File: src/rtl/tt_um_watbulb_fifo_exerciser_if.sv
// Pin bundle between the FIFO exerciser and the FIFO tile it drives.
// ui_in carries the FIFO's {empty, full, dat_out}; uo_out carries {rd_en, wr_en, data/status}.
interface tt_um_watbulb_fifo_exerciser_if;
  logic [7:0] ui_in;
  logic [7:0] uo_out;

  modport master (input ui_in, output uo_out);
  modport slave (output ui_in, input uo_out);
endinterface

File: src/rtl/tt_um_watbulb_fifo_exerciser.sv
// Fill/drain exerciser for the 6-bit FIFO tile: paced gap/strobe traffic with an
// incrementing pattern, capacity/order/flag checks and a saturating error count.
module tt_um_watbulb_fifo_exerciser #(
  parameter int EXP_DEPTH = 3,
  parameter int MAX_OPS   = 8,
  parameter int ROUNDS    = 4
) (
  input  logic                                  clk,
  input  logic                                  rst_n,
  tt_um_watbulb_fifo_exerciser_if.master        bus
);

  localparam int CNT_MAX = (MAX_OPS > EXP_DEPTH) ? MAX_OPS : EXP_DEPTH;
  localparam int CNT_W   = $clog2(CNT_MAX + 1);
  localparam int RND_W   = $clog2(ROUNDS + 1);
  localparam logic [CNT_W-1:0] EXP_C    = CNT_W'(EXP_DEPTH);
  localparam logic [CNT_W-1:0] MAX_C    = CNT_W'(MAX_OPS);
  localparam logic [RND_W-1:0] LAST_RND = RND_W'(ROUNDS - 1);

  typedef enum logic [1:0] {FILL, DRAIN, DONE} state_t;

  state_t           state_q;
  logic             strobe_q;
  logic             rd_pend_q;
  logic [5:0]       wr_val_q;
  logic [5:0]       rd_val_q;
  logic [CNT_W-1:0] wr_cnt_q;
  logic [CNT_W-1:0] rd_cnt_q;
  logic [RND_W-1:0] round_q;
  logic [3:0]       err_q;
  logic [7:0]       uo_q;

  logic       fifo_empty, fifo_full;
  logic [5:0] fifo_rdata;
  logic       flag_err, data_err, fill_exit, fill_err, drain_exit, drain_err;
  logic [1:0] n_inc;
  logic [3:0] err_nxt;

  function automatic logic [3:0] sat_add(input logic [3:0] a, input logic [1:0] b);
    logic [4:0] s;
    s = {1'b0, a} + {3'b000, b};
    return s[4] ? 4'hF : s[3:0];
  endfunction

  // pass is only meaningful once the run is complete
  function automatic logic [5:0] status(input logic done, input logic [3:0] err);
    return {done, done & (err == 4'd0), err};
  endfunction

  assign fifo_empty = bus.ui_in[7];
  assign fifo_full  = bus.ui_in[6];
  assign fifo_rdata = bus.ui_in[5:0];
  assign bus.uo_out = uo_q;

  always_comb begin
    flag_err   = fifo_full & fifo_empty;
    data_err   = rd_pend_q & (fifo_rdata != rd_val_q);
    fill_exit  = fifo_full | (wr_cnt_q == MAX_C);
    fill_err   = fifo_full ? (wr_cnt_q != EXP_C) : (wr_cnt_q == MAX_C);
    drain_exit = fifo_empty | (rd_cnt_q == MAX_C);
    drain_err  = fifo_empty ? (rd_cnt_q != wr_cnt_q) : (rd_cnt_q == MAX_C);
    n_inc      = {1'b0, flag_err};
    if (state_q == FILL) n_inc = n_inc + {1'b0, fill_err};
    else                 n_inc = n_inc + {1'b0, data_err} + {1'b0, drain_err};
    err_nxt    = sat_add(err_q, n_inc);
  end

  always_ff @(posedge clk) begin
    if (!rst_n) begin
      state_q   <= FILL;
      strobe_q  <= 1'b0;
      rd_pend_q <= 1'b0;
      wr_val_q  <= '0;
      rd_val_q  <= '0;
      wr_cnt_q  <= '0;
      rd_cnt_q  <= '0;
      round_q   <= '0;
      err_q     <= '0;
      uo_q      <= '0;
    end else begin
      case (state_q)
        DONE: uo_q <= {2'b00, status(1'b1, err_q)};
        default: begin
          if (strobe_q) begin
            strobe_q <= 1'b0;
            uo_q     <= {2'b00, status(1'b0, err_q)};
          end else begin
            err_q <= err_nxt;
            if (state_q == FILL) begin
              if (fill_exit) begin
                state_q <= DRAIN;
                uo_q    <= {2'b00, status(1'b0, err_nxt)};
              end else begin
                strobe_q <= 1'b1;
                uo_q     <= {2'b01, wr_val_q};
                wr_val_q <= wr_val_q + 6'd1;
                wr_cnt_q <= wr_cnt_q + CNT_W'(1);
              end
            end else begin
              // the read strobe two cycles back has its data on the pins now
              rd_pend_q <= 1'b0;
              if (rd_pend_q) rd_val_q <= rd_val_q + 6'd1;
              if (drain_exit) begin
                wr_cnt_q <= '0;
                rd_cnt_q <= '0;
                round_q  <= round_q + RND_W'(1);
                state_q  <= (round_q == LAST_RND) ? DONE : FILL;
                uo_q     <= {2'b00, status(round_q == LAST_RND, err_nxt)};
              end else begin
                strobe_q  <= 1'b1;
                rd_pend_q <= 1'b1;
                rd_cnt_q  <= rd_cnt_q + CNT_W'(1);
                uo_q      <= {2'b10, status(1'b0, err_nxt)};
              end
            end
          end
        end
      endcase
    end
  end

endmodule
File: src/flat_wrapper.sv
// flat-port wrapper written by rule: the top's interface ports become plain ports
module tt_um_watbulb_fifo_exerciser_flat 
#(
  parameter int EXP_DEPTH = 3,
  parameter int MAX_OPS   = 8,
  parameter int ROUNDS    = 4
)
  (clk, rst_n, bus_ui_in, bus_uo_out);
  tt_um_watbulb_fifo_exerciser_if bus_i ();
  input  logic clk;
  input  logic rst_n;
  input wire logic [$bits(bus_i.ui_in)-1:0] bus_ui_in;
  output wire logic [$bits(bus_i.uo_out)-1:0] bus_uo_out;
  assign bus_i.ui_in = bus_ui_in;
  assign bus_uo_out = bus_i.uo_out;
  tt_um_watbulb_fifo_exerciser #(.EXP_DEPTH(EXP_DEPTH), .MAX_OPS(MAX_OPS), .ROUNDS(ROUNDS)) u_core (.clk(clk), .rst_n(rst_n), .bus(bus_i));
endmodule
File: config.mk
export PLATFORM = sky130hd
export DESIGN_NAME = tt_um_watbulb_fifo_exerciser_flat
export DESIGN_NICKNAME = d
export VERILOG_FILES = /design/src/rtl/tt_um_watbulb_fifo_exerciser_if.sv /design/src/rtl/tt_um_watbulb_fifo_exerciser.sv /design/src/flat_wrapper.sv
export SDC_FILE = /design/constraint.sdc
export NUM_CORES = 1
export LEC_CHECK = 0
export ABC_AREA = 1
export CAP_MARGIN = 20
export CORE_ASPECT_RATIO = 0.7
export CORE_UTILIZATION = 52
export DETAILED_ROUTE_END_ITERATION = 8
export GPL_ROUTABILITY_DRIVEN = 0
export GPL_TIMING_DRIVEN = 0
export PLACE_DENSITY = 0.81
export SYNTH_ARGS = -nofsm -noshare
export SYNTH_HDL_FRONTEND = slang
export SYNTH_SLANG_ARGS = --single-unit
File: constraint.sdc
create_clock -name clk -period 2.9 [get_ports clk]
set_clock_uncertainty 0.15 [all_clocks]
set_input_delay 0.435 -clock clk [delete_from_list [all_inputs] [get_ports clk]]
set_output_delay 0.435 -clock clk [all_outputs]
set_load 0.01 [all_outputs]
## Word-level counts from Yosys, hierarchy flattened

Cells that the tools add are included.

- Flip-flop bits (word level): 39
- Bits of input ports: 10
- Output and inout port bits: 8
- Word-level logic and storage cells: 72

- Add/sub/neg operators: 9
- Eq/ne operators: 9
- Muxes and demuxes: 21
- Bitwise operators: 10
- Reduce and logical (&&, ||, !) cells: 12

Operators by type and width:

| operator | count |
|---|---|
| $mux W4 | 5 |
| $reduce_and A4 Y1 | 5 |
| $mux W8 | 2 |
| $add A6 B1 Y6 const B | 2 |
| $mux W6 | 2 |
| $mux W2 | 5 |
| $add A4 B1 Y4 const B | 2 |
| $eq A4 B4 Y1 const B | 2 |
| $logic_not A4 Y1 | 2 |
| $mux W7 | 1 |
| $mux W1 | 6 |
| $ne A6 B6 Y1 | 1 |
| $add A4 B2 Y5 | 1 |
| $not A1 Y1 | 5 |
| $add A1 B1 Y2 | 2 |
| $ne A4 B2 Y1 const B | 1 |
| $ne A4 B4 Y1 | 1 |
| $add A3 B1 Y3 const B | 1 |
| $and A1 B1 Y1 | 3 |
| $eq A3 B2 Y1 const B | 1 |
| $reduce_and A3 Y1 | 1 |
| $reduce_or A3 Y1 | 1 |
| $add A2 B1 Y2 | 1 |
| $eq A2 B2 Y1 const B | 1 |
| 6 further kinds | 7 |

## Depth between registers and ports, before layout

Gate-level depths: netlist (run 1).

- Depth after elaboration: 13
- Depth in mapped cells: 18
- Gate-level depth less buffers: 18

## Worst setup path after synthesis (run 1)

OpenSTA, ideal clock, no wires.

- Path type: input port to flip-flop
- Start: input bus_ui_in[1]
- End: register u_core.uo_q[3], in the netlist u_core.bus.uo_out[3]
- Arrival: 2.656 ns
- Data required time: 2.633 ns
- Setup slack: -0.023 ns
- Stages on the path: 16
- Cell sequence: or2_2 > a21oi_1 > nand3_1 > nand2_1 > inv_1 > fa_1 > nand2_1 > nand2_1 > ha_1 > fa_1 > nor2_1 > nand3_1 > nand3_1 > nand2_1 > o21ai_1 > nand2_1

- Word-level cells in the longest chain between the ends: 11
- Elaborated cells on any way between the ends: 12

Ends and longest elaborated chain:

| what | line | source |
|---|---|---|
| start: declaration | flat_wrapper.sv:12 | `input wire logic [$bits(bus_i.ui_in)-1:0] bus_ui_in;` |
| $ne A6 B6 Y1 (*) | tt_um_watbulb_fifo_exerciser.sv:57 | `data_err = rd_pend_q & (fifo_rdata != rd_val_q);` |
| $and A1 B1 Y1 (*) | tt_um_watbulb_fifo_exerciser.sv:57 |  |
| $add A1 B1 Y2 (*) | tt_um_watbulb_fifo_exerciser.sv:64 | `else n_inc = n_inc + {1'b0, data_err} + {1'b0, drain_err};` |
| $add A2 B1 Y2 (*) | tt_um_watbulb_fifo_exerciser.sv:64 |  |
| $mux W2 (*) | tt_um_watbulb_fifo_exerciser.sv:63 | `if (state_q == FILL) n_inc = n_inc + {1'b0, fill_err};` |
| $add A4 B2 Y5 (*) | tt_um_watbulb_fifo_exerciser.sv:41 | `s = {1'b0, a} + {3'b000, b};` |
| $mux W4 (*) | tt_um_watbulb_fifo_exerciser.sv:42 | `return s[4] ? 4'hF : s[3:0];` |
| $mux W8 or $mux W7 (tied branches) | tt_um_watbulb_fifo_exerciser.sv:103, tt_um_watbulb_fifo_exerciser.sv:90 |  |
| $mux W8 (*) | tt_um_watbulb_fifo_exerciser.sv:89 | `if (state_q == FILL) begin` |
| $mux W6 (*) | tt_um_watbulb_fifo_exerciser.sv:84 | `if (strobe_q) begin` |
| $mux W6 (*) | tt_um_watbulb_fifo_exerciser.sv:81 | `case (state_q)` |
| end signal: assignment | tt_um_watbulb_fifo_exerciser.sv:82 | `DONE: uo_q <= {2'b00, status(1'b1, err_q)};` |
| end signal: assignment | tt_um_watbulb_fifo_exerciser.sv:86 | `uo_q <= {2'b00, status(1'b0, err_q)};` |
| end signal: assignment | tt_um_watbulb_fifo_exerciser.sv:92 | `uo_q <= {2'b00, status(1'b0, err_nxt)};` |
| end: declaration | tt_um_watbulb_fifo_exerciser.sv:31 | `logic [7:0] uo_q;` |

Mark *: on every way between the ends. The rest lies on a longest branch, timed or not.
A chain may end at the register's enable or synchronous reset.

## Worst setup path in the final report (run 1)

- Start: register u_core.rd_cnt_q[1]
- End: register u_core.uo_q[2], in the netlist u_core.bus.uo_out[2]

- Word-level cells in the longest chain between the ends: 10
- Elaborated cells on any way between the ends: 12

Ends and longest elaborated chain:

| what | line | source |
|---|---|---|
| start: declaration | tt_um_watbulb_fifo_exerciser.sv:28 | `logic [CNT_W-1:0] rd_cnt_q;` |
| start signal: assignment | tt_um_watbulb_fifo_exerciser.sv:112 | `rd_cnt_q <= rd_cnt_q + CNT_W'(1);` |
| $eq A4 B4 Y1 or $ne A4 B4 Y1 (tied branches) | tt_um_watbulb_fifo_exerciser.sv:61 | `drain_err = fifo_empty ? (rd_cnt_q != wr_cnt_q) : (rd_cnt_q == MAX_C);` |
| $mux W1 (*) | tt_um_watbulb_fifo_exerciser.sv:61 |  |
| $add A2 B1 Y2 (*) | tt_um_watbulb_fifo_exerciser.sv:64 |  |
| $mux W2 (*) | tt_um_watbulb_fifo_exerciser.sv:63 |  |
| $add A4 B2 Y5 (*) | tt_um_watbulb_fifo_exerciser.sv:41 |  |
| $mux W4 (*) | tt_um_watbulb_fifo_exerciser.sv:42 |  |
| $mux W8 or $mux W7 (tied branches) | tt_um_watbulb_fifo_exerciser.sv:103, tt_um_watbulb_fifo_exerciser.sv:90 |  |
| $mux W8 (*) | tt_um_watbulb_fifo_exerciser.sv:89 |  |
| $mux W6 (*) | tt_um_watbulb_fifo_exerciser.sv:84 |  |
| $mux W6 (*) | tt_um_watbulb_fifo_exerciser.sv:81 |  |

Marks and branches as above.

==> tab_implementation.tex, run 1 <==
\begin{tabular}{lr}
\hline
Metric & Value \\
\hline
\multicolumn{2}{l}{\textbf{Clocking}} \\
Clock Root Buffer & clkbuf\_8 \\
CTS clock-pin slew for the worst setup and hold paths & 80 ps \\
Total CTS buffers & 5 \\
Number of levels the H-tree was split into & 2 \\
Clock sink count & 39 \\
Number of hold-repair buffers added at the cts stage & 0 \\
CTS tree & yes \\
Maximum clock insertion buffer count & 2 \\
Worst skew pair latency & approximately 300 ps \\
\multicolumn{2}{l}{\textbf{Worst setup path}} \\
Data arrival time of the worst path & 2970 ps \\
Cell depth of the worst flop-to-flop path & 16 \\
Required time at the endpoint of the critical path & 2980 ps \\
Top fanout value on the critical path & 3 \\
Crit path capture type & flip-flop \\
Element type at the critical path start & flip-flop \\
WP buf/inv & 2 \\
Critical path class & flip-flop to flip-flop \\
Largest delay share family, worst path & adder cells \\
Number of cells on the critical path & 16 \\
Critical-path cell list & inv\_4, ha\_4, nand3\_2, nand2\_2, inv\_1, a21oi\_2, fa\_1, nand2\_1, nand2\_1, ha\_2, fa\_2, nor2\_4, a21oi\_2, nand2\_1, nand3\_2, a21oi\_2 \\
CP max stage delay & 430 ps \\
Slowest library cell on the worst path & fa\_1 \\
\multicolumn{2}{l}{\textbf{Flow run}} \\
Number of violations of the max-capacitance limit & 0 \\
\multicolumn{2}{l}{\textbf{Pwr}} \\
Power spent charging and discharging nets & 0.3932 mW \\
Peak ir drop on the vdd network & 0.3678 mV \\
Switching portion of total power & 27.77\% \\
Total Power & 1.416 mW \\
Internal Dissipation & 1.023 mW \\
Cell area power density & 530.6 nW/um2 \\
Leakage dissipation & 1.168 nW \\
Fraction of power consumed by sequential logic & between 40\% and 50\% \\
Gate power share & 19.2\% \\
Share of total power in the clock network & 38.3\% \\
\multicolumn{2}{l}{\textbf{Timing}} \\
Max Transition Viols Final & 0 \\
Slew headroom & a little under two thirds \\
Count of endpoints failing hold in the final timing report & 0 \\
Share of the clock period used by the worst path after layout & 99.63\% \\
Setup repair after global routing missed its margin & true \\
Worst hold slack after final layout & 311.5 ps \\
Final worst slack & 10.73 ps \\
Final setup fails & 0 \\
Worst-margin pin slew & 540.8 ps \\
Maximum operating frequency & between 0.3 and 0.4 GHz \\
Tmin final & roughly 2900 ps \\
\multicolumn{2}{l}{\textbf{Route}} \\
First-pass DRT Iterations & 4 \\
Via count & 2094 \\
Post-DR wirelength/cell & approximately 13 um \\
Detailed-route wire length & approximately 5.3 mm \\
Average via count per standard cell & 5.275 \\
DRC violation count after routing & 0 \\
DRC marker count from the first detailed-route iteration & around 270 \\
Post-DRT Antenna Nets & 0 \\
\multicolumn{2}{l}{\textbf{GRT}} \\
Congestion Overflow GR & 0 \\
Number of antenna violations at the first check in global routing & 0 \\
GRT Overall Usage & 25.45\% \\
Global-route wire length before repair & between 8 and 9 mm \\
Largest net degree at the start of global routing & 13 \\
Vias in the first global route & 1882 \\
\multicolumn{2}{l}{\textbf{Synth}} \\
Nets in the synthesized netlist & 339 \\
Number of unique standard cell types used by synthesis & 27 \\
Post-synthesis cell type with the largest combined area & dfxtp\_1 \\
Largest cells by area after synthesis & dfxtp\_1 (36\%), nand2\_1 (15\%), inv\_1 (6.8\%) \\
Area share of the largest cell type after synthesis & 36.03\% \\
Summed instance area of the synthesized netlist & approximately 2200 um2 \\
Synthesized instance count & 316 \\
FF+latch count, synth & 39 \\
Sequential share of the synthesized area & 36.03\% \\
Number of warnings issued by yosys & 0 \\
Syn Area/Cell & 6.858 um2 \\
\multicolumn{2}{l}{\textbf{Placed design}} \\
Post-Place Setup Slack & -631.7 ps \\
Cell count after placement & 384 \\
Post-detail-place hpwl & 3.589 mm \\
Count of buffers from port buffering & 16 \\
\multicolumn{2}{l}{\textbf{Floorplan}} \\
Die height & about 56 um \\
Die ar. & 4434 um2 \\
FP Rows & 19 \\
\# IOs & 18 \\
Initial standard-cell utilization of the core & between 50\% and 60\% \\
Core area & 3946 um2 \\
Die width & between 70 and 80 um \\
\multicolumn{2}{l}{\textbf{Hold path}} \\
Class of the tightest hold or removal check & primary input to flip-flop \\
Number of instances on the worst hold path & 3 \\
\multicolumn{2}{l}{\textbf{Final layout}} \\
Area of all sequential standard cells & around 800 um2 \\
Final cell count without fillers & 397 \\
Number of diodes & 0 \\
Combined area of the multi-input logic cells & $\sim$1300 um2 \\
Final Net Count & 367 \\
Final core utilization & 67.63\% \\
Layout-stage area growth over the synthesis result & 23.15\% \\
Leading cell types in the layout, fill and taps excluded & nand2\_1 (88), inv\_1 (35), dfxtp\_1 (31) \\
Commonest non-fill, non-tap cell in the layout & nand2\_1 \\
Ratio of cells with drive above 1 in the final layout & between 10\% and 20\% \\
Number of filler instances in the final layout & 346 \\
\multicolumn{2}{l}{\textbf{Run status}} \\
Status & finished, final reports clean \\
\hline
\end{tabular}
-- final timing paths --
path	endpoint	startpoint	slack [ps]
worst max-delay path	u_core.bus.uo_out[2]$_SDFF_PN0_	u_core.rd_cnt_q[1]$_SDFFE_PN0P_	10
worst min-delay path	u_core.rd_val_q[1]$_SDFFE_PN0P_	rst_n	310
worst max register to register	u_core.bus.uo_out[2]$_SDFF_PN0_	u_core.rd_cnt_q[1]$_SDFFE_PN0P_	10
worst min register to register	u_core.round_q[2]$_SDFFE_PN0P_	u_core.round_q[2]$_SDFFE_PN0P_	320
-- kinds of logic (layout without fill, tap and decap cells) --
| group | count (synthesis) | count (layout) | synth area share (%) |
|---|---|---|---|
| AO/OA/AOI/OAI | 45 | 45 | 10.74 |
| AND/OR/NAND/NOR | 164 | 164 | 33.60 |
| flip-flops | 39 | 39 | 36.03 |
| adder cells (fa/ha/maj) | 13 | 13 | 8.199 |
| XOR/XNOR | 8 | 8 | 3.233 |
| buffers and inverters | 47 | 76 | 8.198 |
-- repair_timing --
action	4_1_cts	5_1_grt
setup buffers	2	3
pin swaps	14	16
endpoints found under the setup margin	9	9
gates resized for setup	30	16
-- cells in the mapped netlist --
cell type and count:
nor2_1 26, xor2_1 3, nand2_2 4, clkbuf_1 1
dfxtp_1 39, o21ai_1 1, clkinv_1 1, or2_2 2
o21ai_0 12, nand2_1 89, nand3_2 1, ha_1 11
o211ai_1 2, inv_1 39, buf_1 1, nor2_2 1
fa_1 2, nor3_1 6, clkbuf_2 1, nor2_4 5
a21oi_1 29, o31ai_1 1, nand4_1 3, xnor2_1 5
nand3_1 26, nor3b_1 1, inv_2 4
-- power groups by stage --
| stage | combinational, mW | clock (mW) | sequential, mW |
|---|---|---|---|
| after global placement | 0.232 | 0 | 0.609 |
| after detailed placement | 0.240 | 0 | 0.611 |
| after global routing | 0.300 | 0.573 | 0.606 |
| after floorplan | 0.161 | 0 | 0.609 |
| final | 0.271 | 0.543 | 0.602 |
| after CTS | 0.251 | 0.542 | 0.600 |
-- worst min-delay path, cell delays in order --
cell and delay (ps):
clkbuf_2 150, o21ai_0 90, a21oi_1 40
-- routing by layer --
metal  global-route usage, %  vias to the layer above  share of wire (%)
met5                       0                        -                  0
met4                   8.831                        0                1.5
met3                   6.230                        9                7.0
met2                   35.96                       76                 44
met1                   37.32                      946                 47
li1                        -                     1063                  -
-- state kept, by name, indices dropped and copies added, names as in the netlist --
register           cells
u_core.state_q         2
u_core.rd_cnt_q        4
u_core.wr_val_q        6
u_core.rd_pend_q       1
u_core.bus.uo_out      8
u_core.rd_val_q        6
u_core.strobe_q        1
u_core.wr_cnt_q        4
u_core.err_q           4
u_core.round_q         3
-- layout make-up --
class	count	share of cell area [%]
multi-input combinational	230	48.80
sequential	39	29.82
timing repair buffer	21	7.126
inverter	44	6.376
clock buffer	6	2.719
tap	52	2.438
clock inverter	2	2.250
buffer	3	0.4688
-- metrics by stage --
step	setup TNS (ps)	instance area, um2
floorplan	0	2170
global placement	-4302	2395
detailed placement	-4702	2395
CTS	0	2589
global route	-305.0	2669
finish	0	2669
Note: power is estimated with default switching activity, not from simulation.
==> inputs of run 2 (changes only) <==
--- a/config.mk
+++ b/config.mk
@@ -8,11 +8,11 @@
 export ABC_AREA = 1
 export CAP_MARGIN = 20
 export CORE_ASPECT_RATIO = 0.7
-export CORE_UTILIZATION = 52
+export CORE_UTILIZATION = 50
 export DETAILED_ROUTE_END_ITERATION = 8
 export GPL_ROUTABILITY_DRIVEN = 0
 export GPL_TIMING_DRIVEN = 0
-export PLACE_DENSITY = 0.81
+export PLACE_DENSITY = 0.78
 export SYNTH_ARGS = -nofsm -noshare
 export SYNTH_HDL_FRONTEND = slang
 export SYNTH_SLANG_ARGS = --single-unit
==> run 2 against run 1 <==
Compared with the run above:
- critical path depth unchanged
- clock power decreased by 35%
- register-to-register slack better by 80 ps
- combinational power decreased by 2%
- worst setup slack improved by 79 ps
- total power fell by 14%
- sequential share of layout area grew 0.79 points
- largest cell class unchanged
- largest power group unchanged
- highest routed layer unchanged
==> tab_implementation.tex, run 2 (synthesized netlist as in run 1, its figures left out) <==
\begin{tabular}{lr}
\hline
Metric & Value \\
\hline
\multicolumn{2}{l}{\textbf{Floorplan}} \\
Die ar. & 4606 um2 (+3.9\%) \\
Initial standard-cell utilization of the core & 53.62\% (-1.3 points) \\
Core area & 4041 um2 (+2.4\%) \\
Die width & 80.69 um (+1.9\%) \\
FP Rows & 19 (unchanged) \\
\# IOs & 18 (unchanged) \\
Die height & 57.08 um (+1.9\%) \\
\multicolumn{2}{l}{\textbf{Worst setup path}} \\
CP max stage delay & 500 ps (+70 ps) \\
Crit path capture type & flip-flop \\
Element type at the critical path start & flip-flop \\
Endpoint of the most critical register-to-register path & u\_core.bus.uo\_out[1]\$\_SDFF\_PN0\_ \\
Top fanout value on the critical path & 4 (+1) \\
Data arrival time of the worst path & 2850 ps (-120 ps) \\
Cell repeated most along the worst path & nand2\_1 \\
Largest delay share family, worst path & adder cells \\
R2r startpoint & u\_core.rd\_val\_q[5]\$\_SDFFE\_PN0P\_ \\
Number of cells on the critical path & 16 (unchanged) \\
WP buf/inv & 2 (unchanged) \\
Required time at the endpoint of the critical path & 2940 ps (-40 ps) \\
Cell depth of the worst flop-to-flop path & 16 (unchanged) \\
Worst R2R Setup Slack & 90 ps (+80 ps) \\
Critical-path cell list & or2\_4, a21oi\_2, nand3\_1, nand2\_1, inv\_2, fa\_1, nand2\_1, nand2\_1, ha\_2, fa\_2, inv\_2, nand2\_1, nand2\_1, nand2\_1, o21ai\_1, nand2\_1 \\
Critical path class & flip-flop to flip-flop \\
Slowest library cell on the worst path & fa\_1 \\
\multicolumn{2}{l}{\textbf{Final layout}} \\
Number of diodes & 0 (unchanged) \\
Final Net Count & 368 (+0.27\%) \\
Commonest non-fill, non-tap cell in the layout & nand2\_1 \\
Layout-stage area growth over the synthesis result & 20.15\% \\
Ratio of cells with drive above 1 in the final layout & 16.47\% (-0.92 points) \\
Leading cell types in the layout, fill and taps excluded & nand2\_1 (88), inv\_1 (35), dfxtp\_1 (32) \\
Final core utilization & 64.43\% (-3.2 points) \\
Number of filler instances in the final layout & 373 (+7.8\%) \\
Max reg flops & 8 (unchanged) \\
\multicolumn{2}{l}{\textbf{Timing}} \\
Share of the clock period used by the worst path after layout & 96.91\% (-2.7 points) \\
Worst hold slack after final layout & 301.8 ps (-9.714 ps) \\
Maximum operating frequency & 0.3558 GHz (+2.8\%) \\
Final setup fails & 0 (unchanged) \\
Max Transition Viols Final & 0 (unchanged) \\
Worst-margin pin slew & 501.5 ps (-39.36 ps) \\
Slew headroom & 66.57\% (+2.6 points) \\
Setup repair after global routing missed its margin & true \\
Tmin final & 2810 ps (-78.98 ps) \\
Count of endpoints failing hold in the final timing report & 0 (unchanged) \\
\multicolumn{2}{l}{\textbf{Route}} \\
DRC marker count from the first detailed-route iteration & 154 (-43\%) \\
Post-DR wirelength/cell & 12.23 um (-8.1\%) \\
DRC violation count after routing & 0 (unchanged) \\
Post-DRT Antenna Nets & 0 (unchanged) \\
Via count & 2019 (-3.6\%) \\
First-pass DRT Iterations & 5 (+1) \\
Average via count per standard cell & 5.073 (-3.8\%) \\
Detailed-route wire length & 4.868 mm (-7.9\%) \\
\multicolumn{2}{l}{\textbf{Run status}} \\
Status & finished, final reports clean \\
\multicolumn{2}{l}{\textbf{Clocking}} \\
Worst skew pair latency & 290 ps (about the same) \\
Number of levels the H-tree was split into & 2 (unchanged) \\
CTS tree & yes \\
Clock Root Buffer & clkbuf\_8 \\
Clock sink count & 39 (unchanged) \\
CTS clock-pin slew for the worst setup and hold paths & 80 ps (about the same) \\
Total CTS buffers & 5 (unchanged) \\
Maximum clock insertion buffer count & 2 (unchanged) \\
\multicolumn{2}{l}{\textbf{Hold path}} \\
Number of instances on the worst hold path & 2 (-1) \\
Class of the tightest hold or removal check & flip-flop to flip-flop \\
Launch point of the worst hold path & u\_core.round\_q[2]\$\_SDFFE\_PN0P\_ \\
End of the worst hold path & u\_core.round\_q[2]\$\_SDFFE\_PN0P\_ \\
\multicolumn{2}{l}{\textbf{GRT}} \\
Largest net degree at the start of global routing & 12 (-1) \\
Global-route wire length before repair & 8.052 mm (-7.2\%) \\
GRT Overall Usage & 23.10\% (-2.3 points) \\
Congestion Overflow GR & 0 (unchanged) \\
Number of antenna violations at the first check in global routing & 0 (unchanged) \\
Vias in the first global route & 1716 (-8.8\%) \\
\multicolumn{2}{l}{\textbf{Pwr}} \\
Cell area power density & 468.4 nW/um2 (-12\%) \\
Leakage dissipation & 1.145 nW (-1.9\%) \\
Peak ir drop on the vdd network & 0.3853 mV (+4.7\%) \\
\multicolumn{2}{l}{\textbf{Flow run}} \\
Number of violations of the max-capacitance limit & 0 (unchanged) \\
\multicolumn{2}{l}{\textbf{Placed design}} \\
Count of buffers from port buffering & 16 (unchanged) \\
Post-detail-place hpwl & 3.504 mm (-2.3\%) \\
\hline
\end{tabular}
run 2: worst max path at each step:
stage	from	end	slack, ps
detailed placement	bus_ui_in[1]	u_core.bus.uo_out[3]$_SDFF_PN0_	-590
global route	u_core.rd_cnt_q[1]$_SDFFE_PN0P_	u_core.bus.uo_out[3]$_SDFF_PN0_	-50
finish	u_core.rd_val_q[5]$_SDFFE_PN0P_	u_core.bus.uo_out[1]$_SDFF_PN0_	90
floorplan	bus_ui_in[1]	u_core.bus.uo_out[3]$_SDFF_PN0_	50
global placement	bus_ui_in[1]	u_core.bus.uo_out[3]$_SDFF_PN0_	-560
CTS	u_core.rd_cnt_q[0]$_SDFFE_PN0P_	u_core.bus.uo_out[3]$_SDFF_PN0_	10
run 2: cell type report:
type | count | area, um2 | share of cell area, %
Clock buffer | 7 | 76.32 | 2.931
Multi-Input combinational cell | 230 | 1286 | 49.40
Tap cell | 52 | 65.06 | 2.499
Buffer | 3 | 12.51 | 0.4805
Sequential cell | 39 | 797.0 | 30.61
Timing Repair Buffer | 22 | 193.9 | 7.448
Clock inverter | 1 | 5.005 | 0.1922
Inverter | 44 | 167.7 | 6.439
run 2: power breakdown:
group	internal (mW)	leakage (nW)	switching (mW)	total [mW]
clock	0.169	0.0422	0.186	0.355
sequential	0.568	0.322	0.0317	0.600
combinational	0.107	0.781	0.158	0.265
run 2: tightest hold or removal path, delay by kind of cell (launching register included):
family,cells,cell delay (ps)
flops,1,300
buf+inv,1,60
compound gates,1,50
run 2: per-layer routing:
metal,GRT usage (%),share of wire (%),vias up
li1,-,-,1069
met1,35.88,53,892
met2,31.60,40,51
met3,4.800,5.7,7
met4,6.888,1.0,0
met5,0,0,-
run 2: through the flow:
stage | setup TNS [ps] | worst slack [ps] | total power [mW] | instance area, um2 | std cells
final | 0 | 89.70 | 1.220 | 2604 | 398
after global routing | -160.4 | -52.90 | 1.295 | 2604 | 398
after CTS | 0 | 14.86 | 1.215 | 2527 | 393
after detailed placement | -4448 | -593.8 | 0.8510 | 2395 | 384
after global placement | -4139 | -559.9 | 0.8421 | 2395 | 384
after floorplan | 0 | 46.21 | 0.7703 | 2170 | 316
run 2: repair_timing:
| item | CTS | global route |
|---|---|---|
| gates cloned | 0 | 0 |
| resized for setup | 27 | 17 |
| pin swaps | 10 | 17 |
| hold buffers | 0 | 0 |
| setup buffers | 1 | 5 |
| endpoints found under the setup margin | 9 | 9 |
